===== config.mk =====
export PLATFORM = sky130hd
export DESIGN_NAME = wb_commit_unit
export DESIGN_NICKNAME = d
export VERILOG_FILES = /design/src/rtl/params_pkg.sv /design/src/rtl/wb_src_fifo.sv /design/src/rtl/wb_commit_unit.sv
export SDC_FILE = /design/constraint.sdc
export NUM_CORES = 1
export LEC_CHECK = 0
export CAP_MARGIN = 20
export CORE_ASPECT_RATIO = 1.25
export CORE_MARGIN = 5
export CORE_UTILIZATION = 55
export DETAILED_ROUTE_END_ITERATION = 8
export HOLD_SLACK_MARGIN = 0.05
export PLACE_DENSITY = 0.88
export RECOVER_POWER = 50
export SETUP_SLACK_MARGIN = 0.05
export SLEW_MARGIN = 20
export SYNTH_ARGS = -nofsm -noshare
export SYNTH_HDL_FRONTEND = slang
export SYNTH_SLANG_ARGS = --single-unit
export TNS_END_PERCENT = 30

===== constraint.sdc =====
create_clock -name clk_i -period 4.47 [get_ports clk_i]
set_clock_uncertainty 0.1 [all_clocks]
set_input_delay 0.6705 -clock clk_i [delete_from_list [all_inputs] [get_ports clk_i]]
set_output_delay 0.6705 -clock clk_i [all_outputs]
set_load 0.02 [all_outputs]

===== src/rtl/params_pkg.sv =====
// Shared widths and writeback types: the memory access size encoding and the
// entry buffered per source between EX/MEM and the register file.
package params_pkg;

    localparam int REGISTER_WIDTH = 5;
    localparam int DATA_WIDTH     = 32;
    localparam int NUM_WB_SRC     = 2;

    typedef enum logic [1:0] {
        MEM_BYTE,
        MEM_HALF,
        MEM_WORD,
        MEM_RSVD
    } mem_size_e;

    typedef struct packed {
        logic [REGISTER_WIDTH-1:0] wr_reg;
        logic [DATA_WIDTH-1:0]     data;
        logic                      is_load;
        mem_size_e                 mem_size;
        logic                      mem_unsigned;
        logic [1:0]                addr_lo;
    } wb_entry_t;

endpackage


===== src/rtl/wb_src_fifo.sv =====
// Per-source synchronous FIFO of writeback entries. Push and pop are expected
// to be pre-qualified by the caller (push only when not full, pop only when not empty).
module wb_src_fifo
    import params_pkg::*;
#(
    parameter int DEPTH = 2
) (
    input  logic      clk_i,
    input  logic      rst_i,
    input  logic      push_i,
    input  wb_entry_t push_data_i,
    input  logic      pop_i,
    output wb_entry_t head_o,
    output logic      empty_o,
    output logic      full_o
);

    localparam int PTR_W = $clog2(DEPTH);
    localparam int CNT_W = $clog2(DEPTH + 1);

    wb_entry_t        mem_q [DEPTH];
    logic [PTR_W-1:0] wr_ptr_q, wr_ptr_d;
    logic [PTR_W-1:0] rd_ptr_q, rd_ptr_d;
    logic [CNT_W-1:0] count_q, count_d;

    // DEPTH is a power of two, so pointer increments wrap naturally.
    always_comb begin
        wr_ptr_d = wr_ptr_q;
        rd_ptr_d = rd_ptr_q;
        count_d  = count_q;
        if (push_i) begin
            wr_ptr_d = wr_ptr_q + PTR_W'(1);
        end
        if (pop_i) begin
            rd_ptr_d = rd_ptr_q + PTR_W'(1);
        end
        if (push_i && !pop_i) begin
            count_d = count_q + CNT_W'(1);
        end else if (pop_i && !push_i) begin
            count_d = count_q - CNT_W'(1);
        end
    end

    always_ff @(posedge clk_i) begin
        if (rst_i) begin
            wr_ptr_q <= '0;
            rd_ptr_q <= '0;
            count_q  <= '0;
        end else begin
            wr_ptr_q <= wr_ptr_d;
            rd_ptr_q <= rd_ptr_d;
            count_q  <= count_d;
        end
    end

    always_ff @(posedge clk_i) begin
        if (push_i) begin
            mem_q[wr_ptr_q] <= push_data_i;
        end
    end

    assign head_o  = mem_q[rd_ptr_q];
    assign empty_o = (count_q == '0);
    assign full_o  = (count_q == CNT_W'(DEPTH));

endmodule


===== src/rtl/wb_commit_unit.sv =====
// Multi-source writeback stage: per-source FIFOs, round-robin arbitration onto
// one registered register-file write port, and load lane extraction at pop.
module wb_commit_unit
    import params_pkg::*;
#(
    parameter int REGISTER_WIDTH = params_pkg::REGISTER_WIDTH,
    parameter int DATA_WIDTH     = params_pkg::DATA_WIDTH,
    parameter int NUM_SRC        = 2,
    parameter int FIFO_DEPTH     = 2
) (
    input  logic                                     clk_i,
    input  logic                                     rst_i,
    input  logic [NUM_SRC-1:0]                       src_valid_i,
    output logic [NUM_SRC-1:0]                       src_ready_o,
    input  logic [NUM_SRC-1:0][REGISTER_WIDTH-1:0]   src_wr_reg_i,
    input  logic [NUM_SRC-1:0][DATA_WIDTH-1:0]       src_data_i,
    input  logic [NUM_SRC-1:0]                       src_is_load_i,
    input  logic [NUM_SRC-1:0][1:0]                  src_mem_size_i,
    input  logic [NUM_SRC-1:0]                       src_mem_unsigned_i,
    input  logic [NUM_SRC-1:0][1:0]                  src_addr_lo_i,
    output logic                                     rf_wr_en_o,
    output logic [REGISTER_WIDTH-1:0]                rf_wr_reg_o,
    output logic [DATA_WIDTH-1:0]                    rf_wr_data_o,
    output logic                                     retire_o,
    output logic [((NUM_SRC > 1) ? $clog2(NUM_SRC) : 1)-1:0] retire_src_o,
    output logic                                     busy_o
);

    localparam int SRC_W = (NUM_SRC > 1) ? $clog2(NUM_SRC) : 1;

    wb_entry_t          in_entry [NUM_SRC];
    wb_entry_t          head     [NUM_SRC];
    wb_entry_t          head_sel;
    logic [NUM_SRC-1:0] empty, full, push, pop;
    logic               grant_valid;
    logic [SRC_W-1:0]   grant_idx, scan_idx;

    logic [SRC_W-1:0]          rr_ptr_q, rr_ptr_d;
    logic                      rf_wr_en_q, rf_wr_en_d;
    logic [REGISTER_WIDTH-1:0] rf_wr_reg_q, rf_wr_reg_d;
    logic [DATA_WIDTH-1:0]     rf_wr_data_q, rf_wr_data_d;
    logic                      retire_q, retire_d;
    logic [SRC_W-1:0]          retire_src_q, retire_src_d;

    // Valid/ready: a beat transfers on source i when src_valid_i[i] && src_ready_o[i];
    // ready depends only on registered FIFO occupancy (and reset), never on valid.
    assign src_ready_o = rst_i ? '0 : ~full;
    assign push        = src_valid_i & src_ready_o;

    always_comb begin
        for (int i = 0; i < NUM_SRC; i++) begin
            in_entry[i].wr_reg       = src_wr_reg_i[i];
            in_entry[i].data         = src_data_i[i];
            in_entry[i].is_load      = src_is_load_i[i];
            in_entry[i].mem_size     = mem_size_e'(src_mem_size_i[i]);
            in_entry[i].mem_unsigned = src_mem_unsigned_i[i];
            in_entry[i].addr_lo      = src_addr_lo_i[i];
        end
    end

    for (genvar i = 0; i < NUM_SRC; i++) begin : g_src
        wb_src_fifo #(
            .DEPTH(FIFO_DEPTH)
        ) u_fifo (
            .clk_i      (clk_i),
            .rst_i      (rst_i),
            .push_i     (push[i]),
            .push_data_i(in_entry[i]),
            .pop_i      (pop[i]),
            .head_o     (head[i]),
            .empty_o    (empty[i]),
            .full_o     (full[i])
        );
    end

    // Scan from the RR pointer; the first non-empty FIFO wins.
    always_comb begin
        grant_valid = 1'b0;
        grant_idx   = '0;
        scan_idx    = '0;
        for (int k = 0; k < NUM_SRC; k++) begin
            scan_idx = SRC_W'((int'(rr_ptr_q) + k) % NUM_SRC);
            if (!grant_valid && !empty[scan_idx]) begin
                grant_valid = 1'b1;
                grant_idx   = scan_idx;
            end
        end
        pop = '0;
        if (grant_valid) begin
            pop[grant_idx] = 1'b1;
        end
    end

    assign head_sel = head[grant_idx];

    function automatic logic [DATA_WIDTH-1:0] extract(input wb_entry_t e);
        logic [7:0]            b;
        logic [15:0]           h;
        logic [DATA_WIDTH-1:0] r;
        b = 8'(e.data >> {e.addr_lo, 3'b000});
        h = 16'(e.data >> {e.addr_lo[1], 4'b0000});
        r = DATA_WIDTH'(e.data);
        if (e.is_load) begin
            case (e.mem_size)
                MEM_BYTE: r = {{(DATA_WIDTH-8){~e.mem_unsigned & b[7]}}, b};
                MEM_HALF: r = {{(DATA_WIDTH-16){~e.mem_unsigned & h[15]}}, h};
                default:  r = DATA_WIDTH'(e.data);
            endcase
        end
        return r;
    endfunction

    // r0 entries still retire and consume the slot but never write.
    always_comb begin
        rr_ptr_d     = rr_ptr_q;
        retire_d     = grant_valid;
        retire_src_d = retire_src_q;
        rf_wr_en_d   = 1'b0;
        rf_wr_reg_d  = rf_wr_reg_q;
        rf_wr_data_d = rf_wr_data_q;
        if (grant_valid) begin
            rr_ptr_d     = SRC_W'((int'(grant_idx) + 1) % NUM_SRC);
            retire_src_d = grant_idx;
            rf_wr_en_d   = (head_sel.wr_reg != '0);
            rf_wr_reg_d  = REGISTER_WIDTH'(head_sel.wr_reg);
            rf_wr_data_d = extract(head_sel);
        end
    end

    always_ff @(posedge clk_i) begin
        if (rst_i) begin
            rr_ptr_q     <= '0;
            retire_q     <= 1'b0;
            retire_src_q <= '0;
            rf_wr_en_q   <= 1'b0;
            rf_wr_reg_q  <= '0;
            rf_wr_data_q <= '0;
        end else begin
            rr_ptr_q     <= rr_ptr_d;
            retire_q     <= retire_d;
            retire_src_q <= retire_src_d;
            rf_wr_en_q   <= rf_wr_en_d;
            rf_wr_reg_q  <= rf_wr_reg_d;
            rf_wr_data_q <= rf_wr_data_d;
        end
    end

    assign rf_wr_en_o   = rf_wr_en_q;
    assign rf_wr_reg_o  = rf_wr_reg_q;
    assign rf_wr_data_o = rf_wr_data_q;
    assign retire_o     = retire_q;
    assign retire_src_o = retire_src_q;
    assign busy_o       = ~rst_i & ((~&empty) | retire_q);

endmodule


Word level (Yosys, flattened, before mapping). Memories as Yosys holds them, arrays and structs flattened. A register that Yosys moved wholly into a read port is not among the register bits. Index checks and enable logic that the tools add are counted.

Bits of input ports: 90. Bits in registers: 49. Output and inout port bits: 43. Bits in writable memories: 172. Memories kept: 2. Logic and storage cells: 93.

Shifts and indexed selects: 2. Order comparisons: 5. Equality and inequality tests: 3. Bitwise operators: 10. Reduce and logical (&&, ||, !) cells: 20. Multiplexer cells: 29. Add/subtract/negate cells: 10.

Memory list: g_src[0].u_fifo.mem_q (words 2, bits a word 43, rd ports 1, clocked after Yosys merged registers in 1, wr ports 1, line wb_src_fifo.sv:21) `wb_entry_t mem_q [DEPTH];`; g_src[1].u_fifo.mem_q (words 2, bits a word 43, rd ports 1, clocked after Yosys merged registers in 1, wr ports 1, line wb_src_fifo.sv:21).

Operator list (number): 43-bit 2-to-1 mux (3); 32-bit one-hot mux with 2 select lines (1); 32-bit 2-to-1 mux (1); 32-bit by 5-bit right shift with 16-bit output (1); 32-bit by 5-bit right shift with 8-bit output (1); 1-bit 2-to-1 mux (17); 2-bit 2-to-1 mux (6); 1-bit adder (second input constant) (6); 1-bit logical AND (6); 1-bit logical NOT (6); 2-bit logical NOT (3); 1-bit by 2-bit < comparator with 1-bit output (second input constant) (3); 5-bit nonzero test (1); 2-bit by 1-bit adder with 2-bit output (second input constant) (2); 2-bit equality test (second input constant) (2); 2-bit nonzero test (2); 2-bit by 1-bit subtractor with 2-bit output (second input constant) (2); 1-bit bitwise AND (3); 1-bit NOT (3); 2-bit bitwise AND (1); 2-bit by 1-bit equality test with 1-bit output (second input constant) (1); 2-bit >= comparator (second input constant) (1); 1-bit NOT with 2-bit output (1); 2-bit NOT (1); 5 further kinds (5).

Logic depth before layout (Yosys ltp).
Depth after elaboration: 14. Gate-level depth with buffers: 11. Mapped depth without buffers: 8.

Hierarchy. From an unflattened synthesis, not the netlist that was laid out.

Cells, all modules: 696. Area, all modules: 9547.9 um^2.

Modules (own cells, without submodules): wb_src_fifo (instances 2, seq. area each 2682.6 um^2, area each 3309.4 um^2, cells each 156); wb_commit_unit (instances 1, seq. area each 820.8 um^2, area each 2929.1 um^2, cells each 384).

Worst setup path after synthesis. OpenSTA, ideal clock, no wires.

Path kind: input-to-reg. Start point: input port rst_i. End point: memory g_src[1].u_fifo.mem_q[0][0] (netlist name) (enable). Arrival time: 3.260 ns. Path slack: 0.666 ns. Setup time: 0.444 ns. Path buffers: 1. Stages on the path: 4. Data required time: 3.926 ns. Cell sequence: clkbuf_1 -> a21oi_1 -> nand2_1 -> nor2_1.

Cells in the longest elaborated chain, start to end: 4.

RTL lines: from (decl) (line wb_commit_unit.sv:12) `input logic rst_i,`; 2-bit 2-to-1 mux (line wb_commit_unit.sv:47) `assign src_ready_o = rst_i ? '0 : ~full;`; net src_ready_o[1] (line wb_commit_unit.sv:14) `output logic [NUM_SRC-1:0] src_ready_o,`; 2-bit bitwise AND (line wb_commit_unit.sv:48) `assign push = src_valid_i & src_ready_o;`; 1-bit 2-to-1 mux (line wb_src_fifo.sv:57) `if (push_i) begin`; 1-bit 2-to-1 mux (implied by the code) (line wb_src_fifo.sv:58) `mem_q[wr_ptr_q] <= push_data_i;`; to (decl) (line wb_src_fifo.sv:21).

The timed path passes the listed nets, and every way through them passes these cells.

Final worst setup path.
Start point: register g_src[1].u_fifo.count_q[0]. End point: output port busy_o.

Cells in the longest elaborated chain, start to end: 5.

RTL lines: from (decl) (line wb_src_fifo.sv:24) `logic [CNT_W-1:0] count_q, count_d;`; from (signal assigned) (line wb_src_fifo.sv:52) `count_q <= count_d;`; 2-bit logical NOT (line wb_src_fifo.sv:63) `assign empty_o = (count_q == '0);`; 2-bit AND reduction (line wb_commit_unit.sv:153) `assign busy_o = ~rst_i & ((~&empty) | retire_q);`; 1-bit logical NOT (line wb_commit_unit.sv:153); 1-bit bitwise OR (line wb_commit_unit.sv:153); 1-bit bitwise AND (line wb_commit_unit.sv:153); to (decl) (line wb_commit_unit.sv:26) `output logic busy_o`.

No other way between the ends.

==> results.md <==
* **RePlAce Congestion** 0.9024
* **number of instances resized during post-cts repair** 0
* **top cells by area, synth** sky130_fd_sc_hd__edfxtp_1, sky130_fd_sc_hd__dfxtp_1, sky130_fd_sc_hd__mux2i_1
* **horizontal die dimension** 127.1 um
* **clk root buf** sky130_fd_sc_hd__clkbuf_16
* **endpoints failing setup** 0
* **Crit path required time** 3.70 ns
* **Rows** 53
* **hold depth** 2
* **critical register-to-register path startpoint** g_src[0].u_fifo.count_q[0]
* **violations in the final reports** max-capacitance violations, max-slew violations
* **Pwr Density** 592.1 nW/um^2
* **clock buffer count from CTS** 21
* **DR vias** 6376
* **setup repair after global routing missed its margin** no
* **Fmax** 0.3074 GHz
* **insertion delay to the later sink of the worst-skew pair** 0.50 ns
* **setup slack on the worst flop-to-flop path** 1.28 ns
* **clock transition at the registers of the reported paths** 0.06 ns
* **result of the run** finished with violations
* **die height** 156.4 um
* **DRT Wirelength** 22.66 mm
* **signed area change from the synthesized netlist to the final layout** 22.74%
* **total of buffers placed on input and output ports** 132
* **IR drop worst, VDD** 396.2 uV
* **count of nets left with antenna violations after detail routing** 0
* **portion of the post-synthesis area used by sequential elements** 0.6561
* **kind of end point of the critical path** output port
* **Top cell by count, worst path** sky130_fd_sc_hd__nor2_1
* **list of cells traversed by the critical path** or2_2 -> or3_1 -> buf_4 -> nor2_1 -> nor2_1 -> clkdlybuf4s50_1
* **detailed-route wire length per cell** 21.70 um
* **classification of the worst-slack hold path** register to register
* **number of synthesis warnings** 0
* **number of sinks on the clock net** 223
* **number of antenna violations at the first check in global routing** 0
* **predominant post-synthesis flop cell** sky130_fd_sc_hd__edfxtp_1
* **r2r endpoint** rf_wr_data_o[28]
* **PnR worst setup slack** 1.217 ns
* **end point of the most critical hold path** rf_wr_reg_o[3]
* **drc violations** 0
* **placement-stage worst setup slack** 1.334 ns
* **instance count on the critical path** 6
* **netlist area before placement** 9429 um^2
* **Die ar.** 19880 um^2
* **largest net degree at the start of global routing** 55
* **time the worst path needs with I/O delays and setup** 3.253 ns
* **slew at the pin closest to its max-slew limit** 2.280 ns
* **multi-input logic area** 3039 um^2
* **max incr delay on CP** 0.55 ns
* **most common cell after layout, fill and taps aside** sky130_fd_sc_hd__edfxtp_1
* **Post-Synthesis Net Count** 780
* **Relative slew margins** -0.5203
* **Final TNS setup** 0 ns
* **post-route fraction of the period consumed by the critical path** 0.7278
* **Sequential Area** 6188 um^2
* **category of cells accounting for the largest share of critical-path delay** simple AND/OR/NAND/NOR gates
* **number of max-cap violations** 1
* **crit start category** register
* **static power due to leakage** 4.000 nW
* **crit path launch** g_src[1].u_fifo.count_q[0]
* **average footprint of a synthesized cell** 13.71 um^2
* **Final Hold Violating Endpoints** 0
* **Overall Power** 6.853 mW
* **I/O pin count** 133
* **number of cells on the worst reg-to-reg path** 7
* **vias per cell** 6.107
* **number of global-route vias before repair** 6442
* **first-pass GRT wire length** 34.66 mm
* **number of diodes** 0
* **Netlist cell types** 51
* **share of post-route cells with drive strength above 1** 0.1177
* **arrival time of data at the critical path endpoint** 2.48 ns
* **number of setup buffers added after CTS** 0
* **1st-pass router iterations** 6
* **initial drt markers** 825
* **worst-path fanout max** 33
* **number of buffers inserted by hold repair at cts** 0
* **commonest cells after routing, fill and taps aside** sky130_fd_sc_hd__edfxtp_1, sky130_fd_sc_hd__dlygate4sd3_1, sky130_fd_sc_hd__mux2i_1, sky130_fd_sc_hd__dfxtp_1, sky130_fd_sc_hd__nand2_1
* **synthesis-stage register bit count** 223
* **level count of the clock H-tree** 1
* **layout filler cell count** 1133
* **Std-Cell Core Area** 16840 um^2
* **min-delay src** rf_wr_reg_o[3]
* **Synth top area share** 0.5478
* **synthesized instance count** 688
* **number of enable flip-flop cells after synthesis** 172
* **initial standard-cell utilization of the core** 0.5598
* **final design utilization** 0.6871
* **proportion of synthesized flip-flops having asynchronous set or reset** 0
* **final number of max-transition violations** 44
* **cell at the slowest stage of the critical path** sky130_fd_sc_hd__clkdlybuf4s50_1
* **path type of the worst setup path** register to output port
* **buffers and inverters on the worst path** 2
* **Bufs on Longest Clock Path** 3
* **leftover overflow at the end of global routing** 0
* **cell taking the most area after synthesis** sky130_fd_sc_hd__edfxtp_1
* **# nets final** 902
* **placed wire-length estimate** 15.65 mm
* **TritonCTS clock tree** yes
* **Overall Global Routing Usage** 0.2244
-- worst max-delay path by stage --
stage	to	slack, ns
after floorplan	g_src[1].u_fifo.mem_q[0][0]	0.67
after global placement	rf_wr_data_o[23]	1.42
after detailed placement	rf_wr_data_o[29]	1.33
after CTS	busy_o	1.23
after global routing	g_src[1].u_fifo.mem_q[1][7]	1.01
final	busy_o	1.22
-- final cells by class --
type | instances | area share
flip-flops and latches | 223 | 0.5347
repair buffers | 140 | 0.1194
clock inverters | 13 | 0.007568
clock buffers | 24 | 0.04908
inverters | 9 | 0.002919
well taps | 220 | 0.02378
multi-input cells | 415 | 0.2626
-- cells in the mapped netlist, types with 8 or more instances --
master                       n
sky130_fd_sc_hd__edfxtp_1  172
sky130_fd_sc_hd__nor2_1     48
sky130_fd_sc_hd__mux2i_1    70
sky130_fd_sc_hd__a211oi_2   10
sky130_fd_sc_hd__o21ai_0    39
sky130_fd_sc_hd__dfxtp_1    51
sky130_fd_sc_hd__mux2_2     30
sky130_fd_sc_hd__nand3_1     9
sky130_fd_sc_hd__inv_1       8
sky130_fd_sc_hd__a21oi_1    27
sky130_fd_sc_hd__o211ai_1   17
sky130_fd_sc_hd__a211oi_1   14
sky130_fd_sc_hd__buf_2      13
sky130_fd_sc_hd__nor2b_1    16
sky130_fd_sc_hd__nand2_1    47
sky130_fd_sc_hd__clkbuf_1   20
sky130_fd_sc_hd__a22o_1     16
-- through the flow --
stage          instances  hold WS (ns)  area (um^2)
3_5_place_dp        1007        0.3464        10920
6_report            1044        0.3608        11570
2_1_floorplan        688        0.3725         9429
3_3_place_gp        1007        0.3386        10920
4_1_cts             1044        0.3699        11580
5_1_grt             1044        0.4181        11570
-- metal layers --
layer  part of all wire  track usage  routed length (um)  vias to the layer above
li1                   -            -                   -                     2875
met1               0.37       0.2741                8413                     3100
met2               0.51       0.3963               11630                      327
met3              0.071      0.03243                1609                       74
met4              0.044      0.09964                 998                        0
met5                  0            0                   0                        -
-- sequential cells by signal, summed over array words and instances, names as in the netlist, named ones only --
name / count
rr_ptr_q: 1
rf_wr_reg_o: 5
g_src.u_fifo.count_q: 4
retire_o: 1
rf_wr_data_o: 32
g_src.u_fifo.rd_ptr_q: 2
g_src.u_fifo.wr_ptr_q: 2
rf_wr_en_o: 1
retire_src_o: 1
g_src.u_fifo.mem_q: 172
-- where the power goes --
part / internal [mW] / total, mW / switching [mW] / leakage, nW
logic: 0.970 / 2.38 / 1.41 / 1.67
registers: 2.53 / 2.77 / 0.247 / 2.00
clock network: 0.969 / 1.70 / 0.731 / 0.332
total: 4.47 / 6.85 / 2.39 / 4.00
-- worst register-to-register path, stage by stage (launching register included) --
cell	delay, ns
sky130_fd_sc_hd__dfxtp_1	0.45
sky130_fd_sc_hd__o21ba_2	0.17
sky130_fd_sc_hd__nor2_1	0.05
sky130_fd_sc_hd__inv_2	0.63
sky130_fd_sc_hd__mux2i_4	0.76
sky130_fd_sc_hd__a211oi_2	0.24
sky130_fd_sc_hd__nor3_4	0.50
sky130_fd_sc_hd__a211oi_2	0.15
-- cell families (layout without fill, tap and decap cells) --
kind of cell	Yosys count	in the layout	synth area share
AO/OA/AOI/OAI	158	158	0.1198
XOR/XNOR	8	8	0.007431
adder cells (fa/ha/maj)	2	2	0.002654
buffers and inverters	50	186	0.02335
flip-flops	223	223	0.6561
multiplexers	104	104	0.1189
AND/OR/NAND/NOR	143	143	0.07179
Note: power is estimated with default switching activity, not from simulation.
==> RTL change: new RTL, same flow settings <==
`rf_wr_data_q` no longer has a reset.
--- a/src/rtl/wb_commit_unit.sv
+++ b/src/rtl/wb_commit_unit.sv
@@ -135,5 +135,4 @@
             rf_wr_en_q   <= 1'b0;
             rf_wr_reg_q  <= '0;
-            rf_wr_data_q <= '0;
         end else begin
             rr_ptr_q     <= rr_ptr_d;
@@ -142,6 +141,9 @@
             rf_wr_en_q   <= rf_wr_en_d;
             rf_wr_reg_q  <= rf_wr_reg_d;
-            rf_wr_data_q <= rf_wr_data_d;
         end
+    end
+
+    always_ff @(posedge clk_i) begin
+        rf_wr_data_q <= rf_wr_data_d;
     end
 
Formal check against the unedited RTL: differs if rst_i is asserted again (counterexample within 4 cycles, from zero or initial values and one cycle with rst_i high); with rst_i held inactive, the same outputs for 4 cycles.
==> RTL change against the original RTL <==
  * The flow still finishes with violations (max-capacitance violations, max-slew violations)
  * Critical endpoint unchanged
  * Setup slack got worse by 0.39 ns
  * Combinational power rose by 16%
  * Total power rose by 7.9%
  * Critical path type unchanged
  * Utilization fell by 1.0 points
  * Sequential share of layout area rose by 1.5 points
  * Cell count fell by 3.4%
  * Wire length fell by 0.45%
  * Area after synthesis rose by 3.6%
  * Sequential cell count did not move
  * Final area rose by 2.4%
  * Count of clock-buffer cells in the layout rose by 1
==> RTL change: results <==
export IMPL_status="complete, but fails checks"
export IMPL_violations="max-capacitance violations, max-slew violations"
export IMPL_place_hpwl_mm=16.0
export IMPL_synthTopCellsByCount="edfxtp_1 (204), mux2i_1 (119), nand2_1 (47)"
export IMPL_insertion_delay_ns=0.49
export IMPL_grt_first_pass_wirelength_mm=34.6
export IMPL_antenna_cells=0
export IMPL_p_leak_nw=4.14
export IMPL_r2r_end="rf_wr_data_o[1]"
export IMPL_r2r_cells=6
export IMPL_syn_mean_instance_area_sq_um=15.3
export IMPL_stdcell_count=1009
export IMPL_critPathSlowestCell="nor4_2"
export IMPL_vdd_drop_max_v=0.000336
export IMPL_cts_buffers=20
export IMPL_vias=5988
export IMPL_synth_cell_types=56
export IMPL_wl_per_cell_um=22.4
export IMPL_slowest_delay_ns=0.64
export IMPL_synth_nets=732
export IMPL_grt_pass1_vias=6426
export IMPL_hold_path_class="register to register"
export IMPL_track_usage=0.216
export IMPL_max_cap_viol_count=1
export IMPL_crit_arrival_ns=2.87
export IMPL_cp_max_fo=39
export IMPL_layout_drive_gt1_share=0.116
export IMPL_dr_pass1_iters=5
export IMPL_place_area_sq_um=11200
export IMPL_dp_cells=973
export IMPL_drtIter0Drc=551
export IMPL_synthTopCellsByArea="edfxtp_1 (63%), mux2i_1 (12%), dfxtp_1 (3.9%)"
export IMPL_grt_max_degree=45
export IMPL_regToRegSetupSlack_ns=0.90
export IMPL_cts_resized=0
export IMPL_layout_nets=863
export IMPL_maxSlewViolCount=26
export IMPL_worstMarginPinSlew_ns=1.76
export IMPL_place_gp_congestion=0.859
export IMPL_critPathLaunch="g_src[0].u_fifo.count_q[0]"
export IMPL_synth_edf_count=204
export IMPL_path_delay_family="buffers and inverters"
export IMPL_seq_area_frac_synth=0.666
==> RTL change: worst min path at each step <==
stage / slack, ns / from / end / depth (start not counted)
after floorplan: 0.37 / g_src[0].u_fifo.rd_ptr_q / register / 2
after global placement: 0.35 / rf_wr_reg_o[3] / rf_wr_reg_o[3] / 2
after detailed placement: 0.35 / rf_wr_reg_o[3] / rf_wr_reg_o[3] / 2
after CTS: 0.36 / rf_wr_reg_o[3] / rf_wr_reg_o[3] / 2
after global routing: 0.38 / rf_wr_reg_o[3] / rf_wr_reg_o[3] / 2
final: 0.35 / rf_wr_reg_o[3] / rf_wr_reg_o[3] / 2
==> RTL change: through the flow <==
step           setup WS, ns  hold slack, ns
3_5_place_dp           1.15           0.349
4_1_cts               0.789           0.357
5_1_grt               0.597           0.383
6_report              0.831           0.351
2_1_floorplan         0.829           0.372
3_3_place_gp           1.26           0.346
==> RTL change: where the power goes <==
part	leakage, nW	switching, mW	total [mW]	internal (mW)
clock network	0.294	0.704	1.62	0.913
logic	1.79	1.63	2.75	1.13
registers	2.06	0.251	3.02	2.77
==> RTL change: worst min-delay path: cells and delay by family, from the launching register on <==
kind / cells / cell delay, ns
AOI/OAI and AO/OA: 1 / 0.05
and+or+nand+nor: 1 / 0.05
DFF: 1 / 0.31
==> RTL change: kinds of logic (layout without fill, tap and decap cells) <==
logic type | count (synthesis) | count (layout) | share of synthesized area
compound gates | 96 | 96 | 0.0722
xor+xnor | 8 | 8 | 0.00717
fa+ha+maj | 2 | 2 | 0.00256
buf+inv | 40 | 185 | 0.0250
flops | 223 | 223 | 0.666
mux | 160 | 160 | 0.174
simple gates | 111 | 111 | 0.0529
==> RTL change: metal layers <==
layer | routed length, um | global-route usage
met1 | 8070 | 0.251
met2 | 12000 | 0.386
met3 | 1550 | 0.0372
met4 | 900 | 0.0941
met5 | 0 | 0
==> RTL change: area by class of cell <==
class	instances	area (sq um)
inverter	9	33.8
sequential	223	6510
timing repair buffer	140	1380
tap	224	280
multi-input combinational	377	3030
clock buffer	25	541
fill	1134	5650
clock inverter	11	72.6
